### config.mk
export PLATFORM = sky130hd
export DESIGN_NAME = rv_hazard_scoreboard
export DESIGN_NICKNAME = d
export VERILOG_FILES = /design/src/rtl/rv_hazard_scoreboard.sv
export SDC_FILE = /design/constraint.sdc
export NUM_CORES = 1
export LEC_CHECK = 0
export BUFFER_PORTS_ARGS = -buffer_cell sky130_fd_sc_hd__buf_2
export CAP_MARGIN = 20
export CORE_ASPECT_RATIO = 0.75
export CORE_MARGIN = 4
export CORE_UTILIZATION = 54
export CTS_CLUSTER_SIZE = 16
export DETAILED_ROUTE_END_ITERATION = 8
export GPL_TIMING_DRIVEN = 0
export HOLD_SLACK_MARGIN = 0.03
export PLACE_DENSITY_LB_ADDON = 0.05
export SYNTH_ARGS = -nofsm -noshare
export SYNTH_HDL_FRONTEND = slang
export SYNTH_SLANG_ARGS = --single-unit
### constraint.sdc
create_clock -name clk -period 2.85 [get_ports clk]
set_input_delay 0.57 -clock clk [delete_from_list [all_inputs] [get_ports clk]]
set_output_delay 0.57 -clock clk [all_outputs]
set_load 0.05 [all_outputs]
### src/rtl/rv_hazard_scoreboard.sv
// rv_hazard_scoreboard: per-register result-latency scoreboard that
// generates stall/flush controls for the 5-stage RV32 pipeline.
//
// Ports:
//   clk, reset          clock, synchronous active-high reset
//   issue_valid_d       D instruction wants to advance to E
//   rs1_d/rs2_d         D source registers, qualified by rs*_used_d
//   rd_d/rd_we_d        D destination and its write enable
//   lat_d               cycles after E entry until result is forwardable
//   pcsrc_e             taken branch/jump resolved in E
//   mc_busy_i           multi-cycle unit occupied, E must hold
//   stall_f/stall_d     hold PC and IF/ID
//   flush_d/flush_e     clear IF/ID, bubble into ID/EX
//   pending_o           bit r set while register r has a result in flight
//   stall_cnt_o         saturating count of stall_d cycles
module rv_hazard_scoreboard #(
  parameter int NREGS    = 32,
  parameter int LAT_W    = 3,
  parameter bit FWD_EN   = 1'b1,
  parameter int WB_EXTRA = 2,
  parameter int PERF_W   = 32,
  localparam int IDX_W   = $clog2(NREGS)
) (
  input  logic              clk,
  input  logic              reset,
  input  logic              issue_valid_d,
  input  logic [IDX_W-1:0]  rs1_d,
  input  logic [IDX_W-1:0]  rs2_d,
  input  logic              rs1_used_d,
  input  logic              rs2_used_d,
  input  logic [IDX_W-1:0]  rd_d,
  input  logic              rd_we_d,
  input  logic [LAT_W-1:0]  lat_d,
  input  logic              pcsrc_e,
  input  logic              mc_busy_i,
  output logic              stall_f,
  output logic              stall_d,
  output logic              flush_d,
  output logic              flush_e,
  output logic [NREGS-1:0]  pending_o,
  output logic [PERF_W-1:0] stall_cnt_o
);

  localparam logic [LAT_W-1:0] LAT_MAX = '1;

  logic [NREGS-1:0][LAT_W-1:0] cnt;
  logic [LAT_W-1:0]            effLat;
  logic                        rs1Hz;
  logic                        rs2Hz;
  logic                        rawHz;
  logic                        hazard;
  logic                        fire;

  // Without forwarding, consumers must wait for write-back; the extra
  // delay saturates so a long op never wraps into "no hazard".
  if (FWD_EN) begin : gFwd
    assign effLat = lat_d;
  end else begin : gNoFwd
    logic [31:0] latSum;
    assign latSum = 32'(lat_d) + 32'(WB_EXTRA);
    assign effLat = (latSum > 32'(LAT_MAX)) ? LAT_MAX
                                            : latSum[LAT_W-1:0];
  end

  // cnt==1 means the result is forwardable next cycle, so only >1 stalls.
  assign rs1Hz = rs1_used_d && (rs1_d != '0)
              && (cnt[rs1_d] > LAT_W'(1));
  assign rs2Hz = rs2_used_d && (rs2_d != '0)
              && (cnt[rs2_d] > LAT_W'(1));
  assign rawHz  = issue_valid_d && (rs1Hz || rs2Hz);
  assign hazard = rawHz || mc_busy_i;

  // A redirect kills D, so it overrides any stall.
  assign stall_f = hazard && !pcsrc_e;
  assign stall_d = hazard && !pcsrc_e;
  assign flush_d = pcsrc_e;
  assign flush_e = hazard || pcsrc_e;
  assign fire    = issue_valid_d && !hazard && !pcsrc_e;

  always_ff @(posedge clk) begin
    if (reset) begin
      cnt <= '0;
    end else begin
      for (int r = 0; r < NREGS; r++) begin
        if (r == 0) begin
          cnt[r] <= '0;
        end else if (fire && rd_we_d && (rd_d == IDX_W'(r))) begin
          cnt[r] <= effLat;
        end else if (cnt[r] != '0) begin
          cnt[r] <= cnt[r] - LAT_W'(1);
        end
      end
    end
  end

  always_comb begin
    pending_o = '0;
    for (int r = 0; r < NREGS; r++) begin
      pending_o[r] = (cnt[r] != '0);
    end
  end

  always_ff @(posedge clk) begin
    if (reset) begin
      stall_cnt_o <= '0;
    end else if (stall_d && (stall_cnt_o != '1)) begin
      stall_cnt_o <= stall_cnt_o + PERF_W'(1);
    end
  end

endmodule

# After elaboration in Yosys (flattened, before gate mapping)
# Cells that the tools add are included.
# W data, S select, Z words.
# op_classes
eq_ne	32
order_cmp	4
muxes	66
n_reduce_logical	111
add_sub_neg	32
# ops
cell	n
$mux W3	64
$reduce_bool A3 Y1	32
$sub A3 B1 Y3 const B	31
$eq A5 B5 Y1 const B	16
$reduce_bool A2 Y1	31
$logic_and A1 B1 Y1	41
$eq A5 B4 Y1 const B	8
$add A32 B1 Y32 const B	1
$ne A32 B32 Y1 const B	1
$bmux W3 S5	2
$eq A5 B3 Y1 const B	4
$lt A5 B6 Y1 const B	2
$eq A5 B2 Y1 const B	2
$reduce_bool A5 Y1	2
$gt A3 B1 Y1 const B	2
$eq A5 B1 Y1 const B	1
$logic_or A1 B1 Y1	3
$logic_not A1 Y1	2
# word_totals
out_inout_bits	68
in_bits	26
register_bits	128
word_cells	278

# Depth between registers and ports, before layout
# Gate-level depths: netlist of run 1.
# depth
depth_word	13
mapped_depth	11
ltp_nobuf	7

# Least setup slack after synthesis of run 1
# OpenSTA, ideal clock, no wires.
# synth_timing
kind	input -> output
from	in rs2_d[1]
to	out stall_f
slack_ps	-875
stages	10
required_time_ps	2280
t_arrival_ps	3155
n_path_buf	5
path_cell_list	buf_2 clkbuf_1 mux4_2 a22oi_1 nand4b_1 a41o_1 buf_6 clkbuf_1 nor2_1 buf_4
# synth_via
elab_chain_cells	8
word_cells_on_any_way	10
cone_classes	order compare (1); mux (2); reduce/logical (7)
# synth_rtl
element	line_no	rtl
start: declaration	28	input logic [IDX_W-1:0] rs2_d,
$bmux W3 S5	69	&& (cnt[rs2_d] > LAT_W'(1));
$mux W3 (not written as such)	69	
$gt A3 B1 Y1	69	
$logic_and A1 B1 Y1 *	69	
$logic_or A1 B1 Y1 *	70	assign rawHz = issue_valid_d && (rs1Hz || rs2Hz);
$logic_and A1 B1 Y1 *	70	
$logic_or A1 B1 Y1 *	71	assign hazard = rawHz || mc_busy_i;
$logic_and A1 B1 Y1 *	-	
end: declaration	36	output logic stall_f,
# Every way passes the cells marked *; elsewhere a longest branch is shown, timed or not. The select of a mux whose other input is x is not followed.

# Worst setup path after layout of run 1
# layout_timing
from	in rs1_d[0]
to	out stall_f
# layout_via
elab_chain_cells	8
word_cells_on_any_way	10
cone_classes	order compare (1); mux (2); reduce/logical (7)
# layout_rtl
element	line_no	rtl
start: declaration	27	input logic [IDX_W-1:0] rs1_d,
$bmux W3 S5	67	&& (cnt[rs1_d] > LAT_W'(1));
$mux W3 (not written as such)	67	
$gt A3 B1 Y1	67	
$logic_and A1 B1 Y1 *	67	
$logic_or A1 B1 Y1 *	70	
$logic_and A1 B1 Y1 *	70	
$logic_or A1 B1 Y1 *	71	
$logic_and A1 B1 Y1 *	74	assign stall_f = hazard && !pcsrc_e;
# Marked as above.

==> impl_metrics.ini, run 1 <==
[status]
outcome = finished, violations left
violations = negative setup slack

[clock_tree]
clk_pin_slew_ns = 0.06
cts_buffer_depth = 2
cts_sinks = 125
holdBufCountCts = 0
root_buffer = clkbuf_16
clock_latency_ns = 0.43
htreeDepth = 4
cts_tree = built
numCtsBuffers = 17

[synthesis]
yosys.area_share.simple = 0.287
synth_seq_cells = 125
ys_top_cells_by_area = dfxtp_1 28%, ha_1 8.9%, a21oi_1 6.6%, o21ai_0 5.9%, mux2_2 4.7%
synthXorXnorAreaFrac = 0.0307
synth_top_area_frac = 0.283
ys_seq_area_frac = 0.283
synth_top_cell_by_area = dfxtp_1
ys_top_cells_by_count = 125 x dfxtp_1, 117 x a21oi_1, 108 x nor2_1
muxShareOfSynthArea = 0.0633
synthCells = 1206
synth_top_family_by_area = simple AND/OR/NAND/NOR gates
yosysMostFrequentCell = dfxtp_1
syn_nets = 1295
syn_avg_cell_area_um2 = 7.34
synthAdderAreaFrac = 0.0890
ys_types = 57
synth_edf_count = 0
synth_compound_area_frac = 0.162
ys.warnings.count = 0
ys_async_sr_fraction = 0
syn-cell-area_mm2 = 0.00885
ys.flop_type = dfxtp_1

[grt]
grt_usage = 0.306
grt_pass1_vias = 8362
grt_pass1_wl_um = 44700
grt_max_degree = 17
antenna_found_initial = 0
grt-ovfl-total = 0

[floorplan]
die_w_um = 156
core_mm2 = 0.0161
pin_count = 94
rows = 40
start_util = 0.551
fp.dieH_um = 119
dieArea_mm2 = 0.0185

[final_layout]
layout-drive-gt1-share = 0.190
area_growth_syn_to_layout_pct = 20.0
multi_input_area_mm2 = 0.00585
instances_no_fill = 1549
nNetsFinal = 1417
register_area_mm2 = 0.00251
n_fill_cell = 1461
finalInstanceArea_mm2 = 0.0106
diodes = 0

[power_and_ir_drop]
power.leakage_nw = 4.13
power.density_mw_per_mm2 = 1050
vdd_drop_max_uv = 742
seqPwrFrac = 0.256
switching_share = 0.471
clockPowerShare = 0.188
p_switching_mw = 5.27
intPower_mw = 5.91
fin_total_pwr_mw = 11.2
p_comb_frac = 0.556

[timing]
hold_viol_final = 0
finalClockSkew_ns = 0.00624
fin_crit_ns = 3.27
maxSlewHeadroom = 0.363
fin_crit_sh = 1.15
fmax_mhz = 306
rsz0062_at_grt = true
setup_tns_ns = -1.19
worst_slew_pin_slew_ns = 0.948
finalSetupViolations = 7
slew_viol_final = 0
finalWorstSetupSlack_ns = -0.419

[drt]
num_vias = 9121
first_iter_violations = 828
drc = 0
post_drt_wl_per_cell_um = 18.5
drt-pass1-iter-count = 6
ant_nets = 0
wl_um = 28700
avgViaCountPerCell = 5.89

[min_path]
hold_depth = 3
hold_class = input port to flop

[worst_setup_path]
arrival_ns = 2.70
crit_required_ns = 2.28
worstSetupPathType = input port to output port
r2r_cells = 10
cp_max_fo = 5
cp-end-kind = output port
critPathLaunchType = input port

[placed_design]
dp_cells = 1505
dpl_cell_area_mm2 = 0.00960
gp_congestion = 1.00
hpwlAfterDp_um = 20700
dp_slack_ns = -0.697
port_buffers = 89

[flow_run]
drv_cap = 0
## critical path: stages
cell	delay, ns
buf_12	0.11
buf_8	0.13
nor3_4	0.20
a2111oi_1	0.08
or4_1	0.50
o211ai_1	0.28
a41o_1	0.27
buf_6	0.12
clkbuf_16	0.13
nor2_4	0.03
buf_6	0.13
buf_8	0.14
## logic make-up after synthesis
group | count (synthesis)
adders and majority gates | 63
buffers and inverters | 180
muxes | 46
and+or+nand+nor | 498
other | 1
DFF | 125
xor gates and xnor gates | 31
AOI/OAI and AO/OA | 262
## state kept, by name, indices dropped and copies added, names as in the netlist
name / flops
cnt: 93
stall_cnt_o: 32
## worst paths after layout
check	endpoint	start	slack, ns
setup / recovery	stall_f	rs1_d[0]	-0.42
hold reg to reg	stall_cnt_o[8]	stall_cnt_o[8]	0.51
hold / removal	stall_cnt_o[20]	reset	0.42
setup reg to reg	stall_cnt_o[2]	cnt[20]	-0.02
## metal layers
metal | wire, µm | vias to the layer above | part of all wire | GRT usage
li1 | - | 4450 | - | -
met1 | 12900 | 4175 | 0.45 | 0.441
met2 | 12200 | 427 | 0.43 | 0.442
met3 | 2760 | 69 | 0.096 | 0.0690
met4 | 835 | 0 | 0.029 | 0.119
met5 | 0 | - | 0 | 0
## stage by stage
step / utilization / hold slack (ns)
2_1_floorplan: - / 0.546
3_3_place_gp: 0.598 / 0.490
3_5_place_dp: 0.598 / 0.490
4_1_cts: 0.645 / 0.407
5_1_grt: 0.661 / 0.435
6_report: 0.661 / 0.416
## power by group through the flow
stage	registers (mW)	logic [mW]	clock network, mW
global placement	2.83	5.94	0
detailed placement	2.84	6.01	0
floorplan	2.70	4.79	0
global route	2.93	6.86	2.18
finish	2.86	6.22	2.10
CTS	2.83	6.12	2.11
## layout make-up
type                    instances  share of cell area
multi-input cells             901               0.551
flip-flops and latches        125               0.237
repair buffers                104              0.0565
plain buffers                  78              0.0436
clock buffers                  22              0.0428
inverters                     101              0.0357
well taps                     210              0.0247
clock inverters                 8             0.00883
## placed cells by master, fill, tap and decap left out, types with 5 or more instances in the layout
cell	instances
buf_4	18
buf_6	10
nor4b_1	5
or4_1	19
clkbuf_2	11
nor3_1	77
buf_1	8
a21oi_1	115
ha_1	63
mux2_2	37
clkbuf_1	37
o31ai_1	6
xnor2_1	31
dfxtp_1	115
clkbuf_16	18
o21ai_0	105
clkbuf_4	7
and3_1	6
clkinv_2	5
nor2_1	105
nor2b_1	49
dfxtp_2	10
nor3b_1	6
nand2b_1	11
nand3_1	74
nand3b_1	5
or3_1	9
nand2_1	81
buf_2	89
nand4_1	15
inv_1	100
o31ai_2	6
## what timing repair did
action	in CTS	in global routing
pin swaps	8	8
setup buffers	8	6
cloned	1	0
endpoints found under the setup margin	29	81
resized for setup	39	65
Note: power is estimated with default switching activity, not from simulation.
==> run 2: changes to the inputs <==
--- a/config.mk
+++ b/config.mk
@@ -9,7 +9,7 @@
 export CAP_MARGIN = 20
 export CORE_ASPECT_RATIO = 0.75
 export CORE_MARGIN = 4
-export CORE_UTILIZATION = 54
+export CORE_UTILIZATION = 60
 export CTS_CLUSTER_SIZE = 16
 export DETAILED_ROUTE_END_ITERATION = 8
 export GPL_TIMING_DRIVEN = 0
==> constraint.sdc (replaced) <==
create_clock -name clk -period 3.4 [get_ports clk]
set_input_delay 0.68 -clock clk [delete_from_list [all_inputs] [get_ports clk]]
set_output_delay 0.68 -clock clk [all_outputs]
set_load 0.05 [all_outputs]
==> impl_metrics.ini, run 2 (synthesis results as in run 1) <==
[final_layout]
fin_util = 0.713
final_common_cell = dfxtp_1
nNetsFinal = 1407
layout_common_cells = 125 x dfxtp_1, 117 x a21oi_1, 106 x nor2_1, 105 x o21ai_0, 101 x inv_1
area_growth_syn_to_layout_pct = 16.4
largestRegisters = cnt (93), stall_cnt_o (32)
largest_register_ffs = 93
regMostFlops = cnt
layout-drive-gt1-share = 0.152

[grt]
grtUsageMet3 = 0.101
grt_pass1_vias = 8801
grt_pass1_wl_um = 44800
grt.busiest_layer = met2
use_met1 = 0.444
use_met2 = 0.513
grt-ovfl-total = 0
antenna_found_initial = 1
grt_usage = 0.334
grt_max_degree = 17

[min_path]
hp-start = stall_cnt_o[21]
hold_depth = 2
hold_class = flop to flop

[timing]
fin_crit_sh = 0.992
finalClockSkew_ns = 0.00616
fin_crit_ns = 3.37
slew_viol_final = 0
rsz0062_at_grt = false
hold_viol_final = 0
fmax_mhz = 296
finalSetupViolations = 0
setup_tns_ns = 0
maxSlewHeadroom = 0.487
finalWorstSetupSlack_ns = 0.0269
worst_slew_pin_slew_ns = 0.769

[clock_tree]
root_buffer = clkbuf_16
holdBufCountCts = 0
cts_tree = built
htreeDepth = 4
cts_buffer_depth = 2
clk_pin_slew_ns = 0.06
cts_sinks = 125
clock_latency_ns = 0.42
numCtsBuffers = 17

[power_and_ir_drop]
switching_share = 0.473
seqPwrFrac = 0.255
clockPowerShare = 0.191
intPower_mw = 4.91
power.density_mw_per_mm2 = 905
p_comb_frac = 0.554
p_switching_mw = 4.42
vdd_drop_max_uv = 637
power.leakage_nw = 4.01

[placed_design]
dp_slack_ns = -0.457
gp_congestion = 0.995
port_buffers = 89
hpwlAfterDp_um = 19900

[drt]
num_vias = 9351
ant_nets = 0
avgViaCountPerCell = 6.10
first_iter_violations = 1045
drt-pass1-iter-count = 6
wl_um = 28300
drc = 0
post_drt_wl_per_cell_um = 18.4

[worst_setup_path]
arrival_ns = 2.69
cp_max_fo = 6
cp-end-kind = output port
r2r_cells = 11
critPathLaunchType = input port
cp-startpoint = rs1_d[0]
r2r_slack_ns = 0.43
cp-endpoint = flush_e
worstSetupPathType = input port to output port
crit_required_ns = 2.72
r2r_start = cnt[58]
rr_endpoint = stall_cnt_o[25]

[floorplan]
fp.dieH_um = 113
start_util = 0.612
core_mm2 = 0.0145
pin_count = 94
rows = 38
die_w_um = 148
dieArea_mm2 = 0.0168

[flow_run]
drv_cap = 0

[status]
outcome = finished clean
==> run 2: changes by cell type in the layout (fill, tap and decap cells not counted), moves of 7 or more <==
cell,previous run,this run
buf_4,18,9
clkbuf_1,37,45
clkbuf_2,11,3
dfxtp_1,115,125
dfxtp_2,10,0
o31ai_1,6,13
==> run 2: worst min path at each step <==
stage | endpoint | slack (ns)
floorplan | cnt[30] | 0.55
detailed placement | stall_cnt_o[21] | 0.49
finish | stall_cnt_o[21] | 0.51
global route | stall_cnt_o[21] | 0.53
CTS | stall_cnt_o[21] | 0.50
global placement | stall_cnt_o[16] | 0.49
==> run 2: repair_timing <==
action / CTS / global route
resized for setup: 11 / 28
gates cloned: 0 / 1
endpoints found under the setup margin: 3 / 13
setup buffers: 1 / 4
pin swaps: 4 / 10
==> run 2: power by group through the flow <==
stage | combinational (mW) | clock [mW] | sequential (mW)
floorplan | 4.01 | 0 | 2.27
global placement | 4.94 | 0 | 2.36
detailed placement | 5.02 | 0 | 2.38
CTS | 5.10 | 1.77 | 2.35
global route | 5.73 | 1.85 | 2.44
finish | 5.17 | 1.78 | 2.37
==> run 2: cell type report <==
class | instances | area (µm²)
buffer | 77 | 403
tap | 200 | 250
clock inverter | 6 | 57.6
antenna | 1 | 2.50
fill | 1297 | 4150
sequential | 125 | 2500
inverter | 101 | 379
clock buffer | 26 | 509
timing repair buffer | 95 | 544
multi-input combinational | 901 | 5660
==> run 2: through the flow <==
stage	std cells	power [mW]	hold slack (ns)	cell area (µm²)
2_1_floorplan	1206	6.28	0.546	8870
3_3_place_gp	1495	7.30	0.490	9560
3_5_place_dp	1495	7.40	0.491	9560
4_1_cts	1527	9.22	0.501	10200
5_1_grt	1531	10.0	0.528	10300
6_report	1532	9.33	0.510	10300
==> run 2: critical path, stage by stage <==
cell and delay, ns:
buf_12 0.12, buf_8 0.13, buf_4 0.13, o21ai_0 0.06, o21ai_0 0.10, a2111oi_0 0.57
o41a_1 0.25, a41o_1 0.24, buf_8 0.14, nand2b_1 0.05, buf_2 0.21
==> run 2: metal layers <==
layer	up-vias	wire length, µm
met5	-	12
met4	2	929
met3	93	3550
met2	531	12200
met1	4289	11600
li1	4436	-
==> run 3: changes to the inputs <==
--- a/config.mk
+++ b/config.mk
@@ -14,7 +14,7 @@
 export DETAILED_ROUTE_END_ITERATION = 8
 export GPL_TIMING_DRIVEN = 0
 export HOLD_SLACK_MARGIN = 0.03
-export PLACE_DENSITY_LB_ADDON = 0.05
+export PLACE_DENSITY = 0.84
 export SYNTH_ARGS = -nofsm -noshare
 export SYNTH_HDL_FRONTEND = slang
 export SYNTH_SLANG_ARGS = --single-unit
==> impl_metrics.ini, run 3 (synthesis results as in run 1) <==
[worst_setup_path]
critPathLaunchType = input port
worstPathCellList = buf_4, buf_6, nor3_1, a2111oi_0, or4_1, o211ai_1, a41o_4, nor2_4, buf_6, buf_8
crit_required_ns = 2.72
arrival_ns = 2.73
cp_slowest_cell = or4_1
rr_endpoint = stall_cnt_o[25]
r2r_start = stall_cnt_o[9]
r2r_slack_ns = 0.12
worstSetupPathType = input port to output port
worst_path_most_repeated_cell = buf_6
slowest_delay_ns = 0.42
cp-end-kind = output port
r2r_cells = 8
cp_max_fo = 8

[drt]
first_iter_violations = 1327
post_drt_wl_per_cell_um = 18.7
wl_um = 28600
drt-pass1-iter-count = 6
num_vias = 9495
drc = 0
avgViaCountPerCell = 6.19
ant_nets = 0

[final_layout]
nNetsFinal = 1410
layout-drive-gt1-share = 0.153
n_fill_cell = 1232
largest_register_ffs = 93
final_common_cell = dfxtp_1
regMostFlops = cnt
layout_common_cells = 125 x dfxtp_1, 117 x a21oi_1, 107 x nor2_1, 105 x o21ai_0, 99 x inv_1
instances_no_fill = 1534
largestRegisters = cnt (93), stall_cnt_o (32)
area_growth_syn_to_layout_pct = 16.3
diodes = 0

[power_and_ir_drop]
fin_total_pwr_mw = 9.32
power.density_mw_per_mm2 = 905
vdd_drop_max_uv = 826
p_comb_frac = 0.561
intPower_mw = 4.86
p_switching_mw = 4.46
power.leakage_nw = 3.99
seqPwrFrac = 0.254
clockPowerShare = 0.185
switching_share = 0.479

[grt]
grt_usage = 0.334
grt-ovfl-total = 0
grt_pass1_wl_um = 44800
grt_max_degree = 17
grt_pass1_vias = 8765
antenna_found_initial = 0

[clock_tree]
cts_sinks = 125
clk_pin_slew_ns = 0.06
clock_latency_ns = 0.43
cts_tree = built
numCtsBuffers = 17
root_buffer = clkbuf_16
htreeDepth = 4
cts_buffer_depth = 2

[min_path]
hp-start = stall_cnt_o[8]
min_to = stall_cnt_o[8]
hold_class = flop to flop
hold_depth = 2

[flow_run]
drv_cap = 0

[placed_design]
dp_cells = 1495
hpwlAfterDp_um = 20300
port_buffers = 89
gp_congestion = 1.02

[floorplan]
start_util = 0.612
rows = 38
die_w_um = 148
pin_count = 94
core_mm2 = 0.0145
dieArea_mm2 = 0.0168
fp.dieH_um = 113

[timing]
fin_crit_sh = 1.00
hold_viol_final = 0
finalClockSkew_ns = 0.00805
maxSlewHeadroom = 0.361
fmax_mhz = 293
finalSetupViolations = 1
rsz0062_at_grt = true
worst_slew_pin_slew_ns = 0.952
fin_crit_ns = 3.41
holdWs_ns = 0.503
slew_viol_final = 0
finalWorstSetupSlack_ns = -0.00793

[status]
outcome = finished, violations left
violations = negative setup slack
## run 3: cell types whose count changed in the layout (fill, tap and decap cells not counted), moves of 2 or more
cell / previous run / this run
clkinvlp_4: 1 / 3
buf_4: 9 / 14
clkbuf_1: 45 / 48
inv_1: 101 / 99
clkbuf_2: 3 / 1
buf_6: 5 / 7
## run 3: how the worst max path moves through the flow
stage | start | end | slack (ns) | cells past startpoint
after detailed placement | rs2_d[1] | stall_f | -0.50 | 12
after CTS | rs1_d[0] | stall_f | 0.005 | 11
final | rs1_d[0] | stall_f | -0.008 | 10
after global routing | rs1_d[0] | stall_f | -0.04 | 11
after floorplan | rs2_d[1] | stall_f | 0.03 | 10
after global placement | rs2_d[1] | stall_f | -0.50 | 12
## run 3: per-stage QoR
stage | instance area [µm²] | TNS, ns | utilization | setup WS (ns)
final | 10300 | -0.00793 | 0.712 | -0.00793
after global placement | 9560 | -1.66 | 0.662 | -0.505
after detailed placement | 9560 | -1.85 | 0.662 | -0.503
after floorplan | 8870 | 0 | - | 0.0323
after CTS | 10200 | 0 | 0.705 | 0.00451
after global routing | 10300 | -0.0412 | 0.712 | -0.0412
## run 3: layout make-up
class	instances	area (µm²)	share of cell area
plain buffers	77	393	0.0382
clock buffers	27	523	0.0508
clock inverters	5	30.0	0.00292
inverters	101	383	0.0372
multi-input cells	901	5660	0.550
flip-flops and latches	125	2500	0.243
well taps	200	250	0.0243
repair buffers	98	547	0.0531
## run 3: per-layer routing
metal	vias to the layer above	GRT usage	wire length [µm]
li1	4427	-	-
met1	4315	0.446	11500
met2	635	0.505	12300
met3	118	0.100	3610
met4	0	0.142	1210
met5	-	0	0
## run 3: critical path: cells and delay by family
family / cells / cell delay [ns]
and+or+nand+nor: 3 / 0.69
AOI/OAI and AO/OA: 3 / 0.79
buffers and inverters: 4 / 0.57
## run 3: power groups by stage
stage | Combinational, mW | Sequential (mW) | Clock, mW
after CTS | 5.15 | 2.35 | 1.72
after floorplan | 4.01 | 2.27 | 0
final | 5.23 | 2.37 | 1.72
after global routing | 5.78 | 2.43 | 1.78
after global placement | 4.93 | 2.35 | 0
after detailed placement | 5.06 | 2.38 | 0
## run 3: timing repair
| item | CTS | global route |
|---|---|---|
| hold buffers | 0 | 0 |
| setup endpoints to repair | 3 | 13 |
| pin swaps | 3 | 7 |
| resized for setup | 15 | 19 |
| buffers inserted | 3 | 6 |
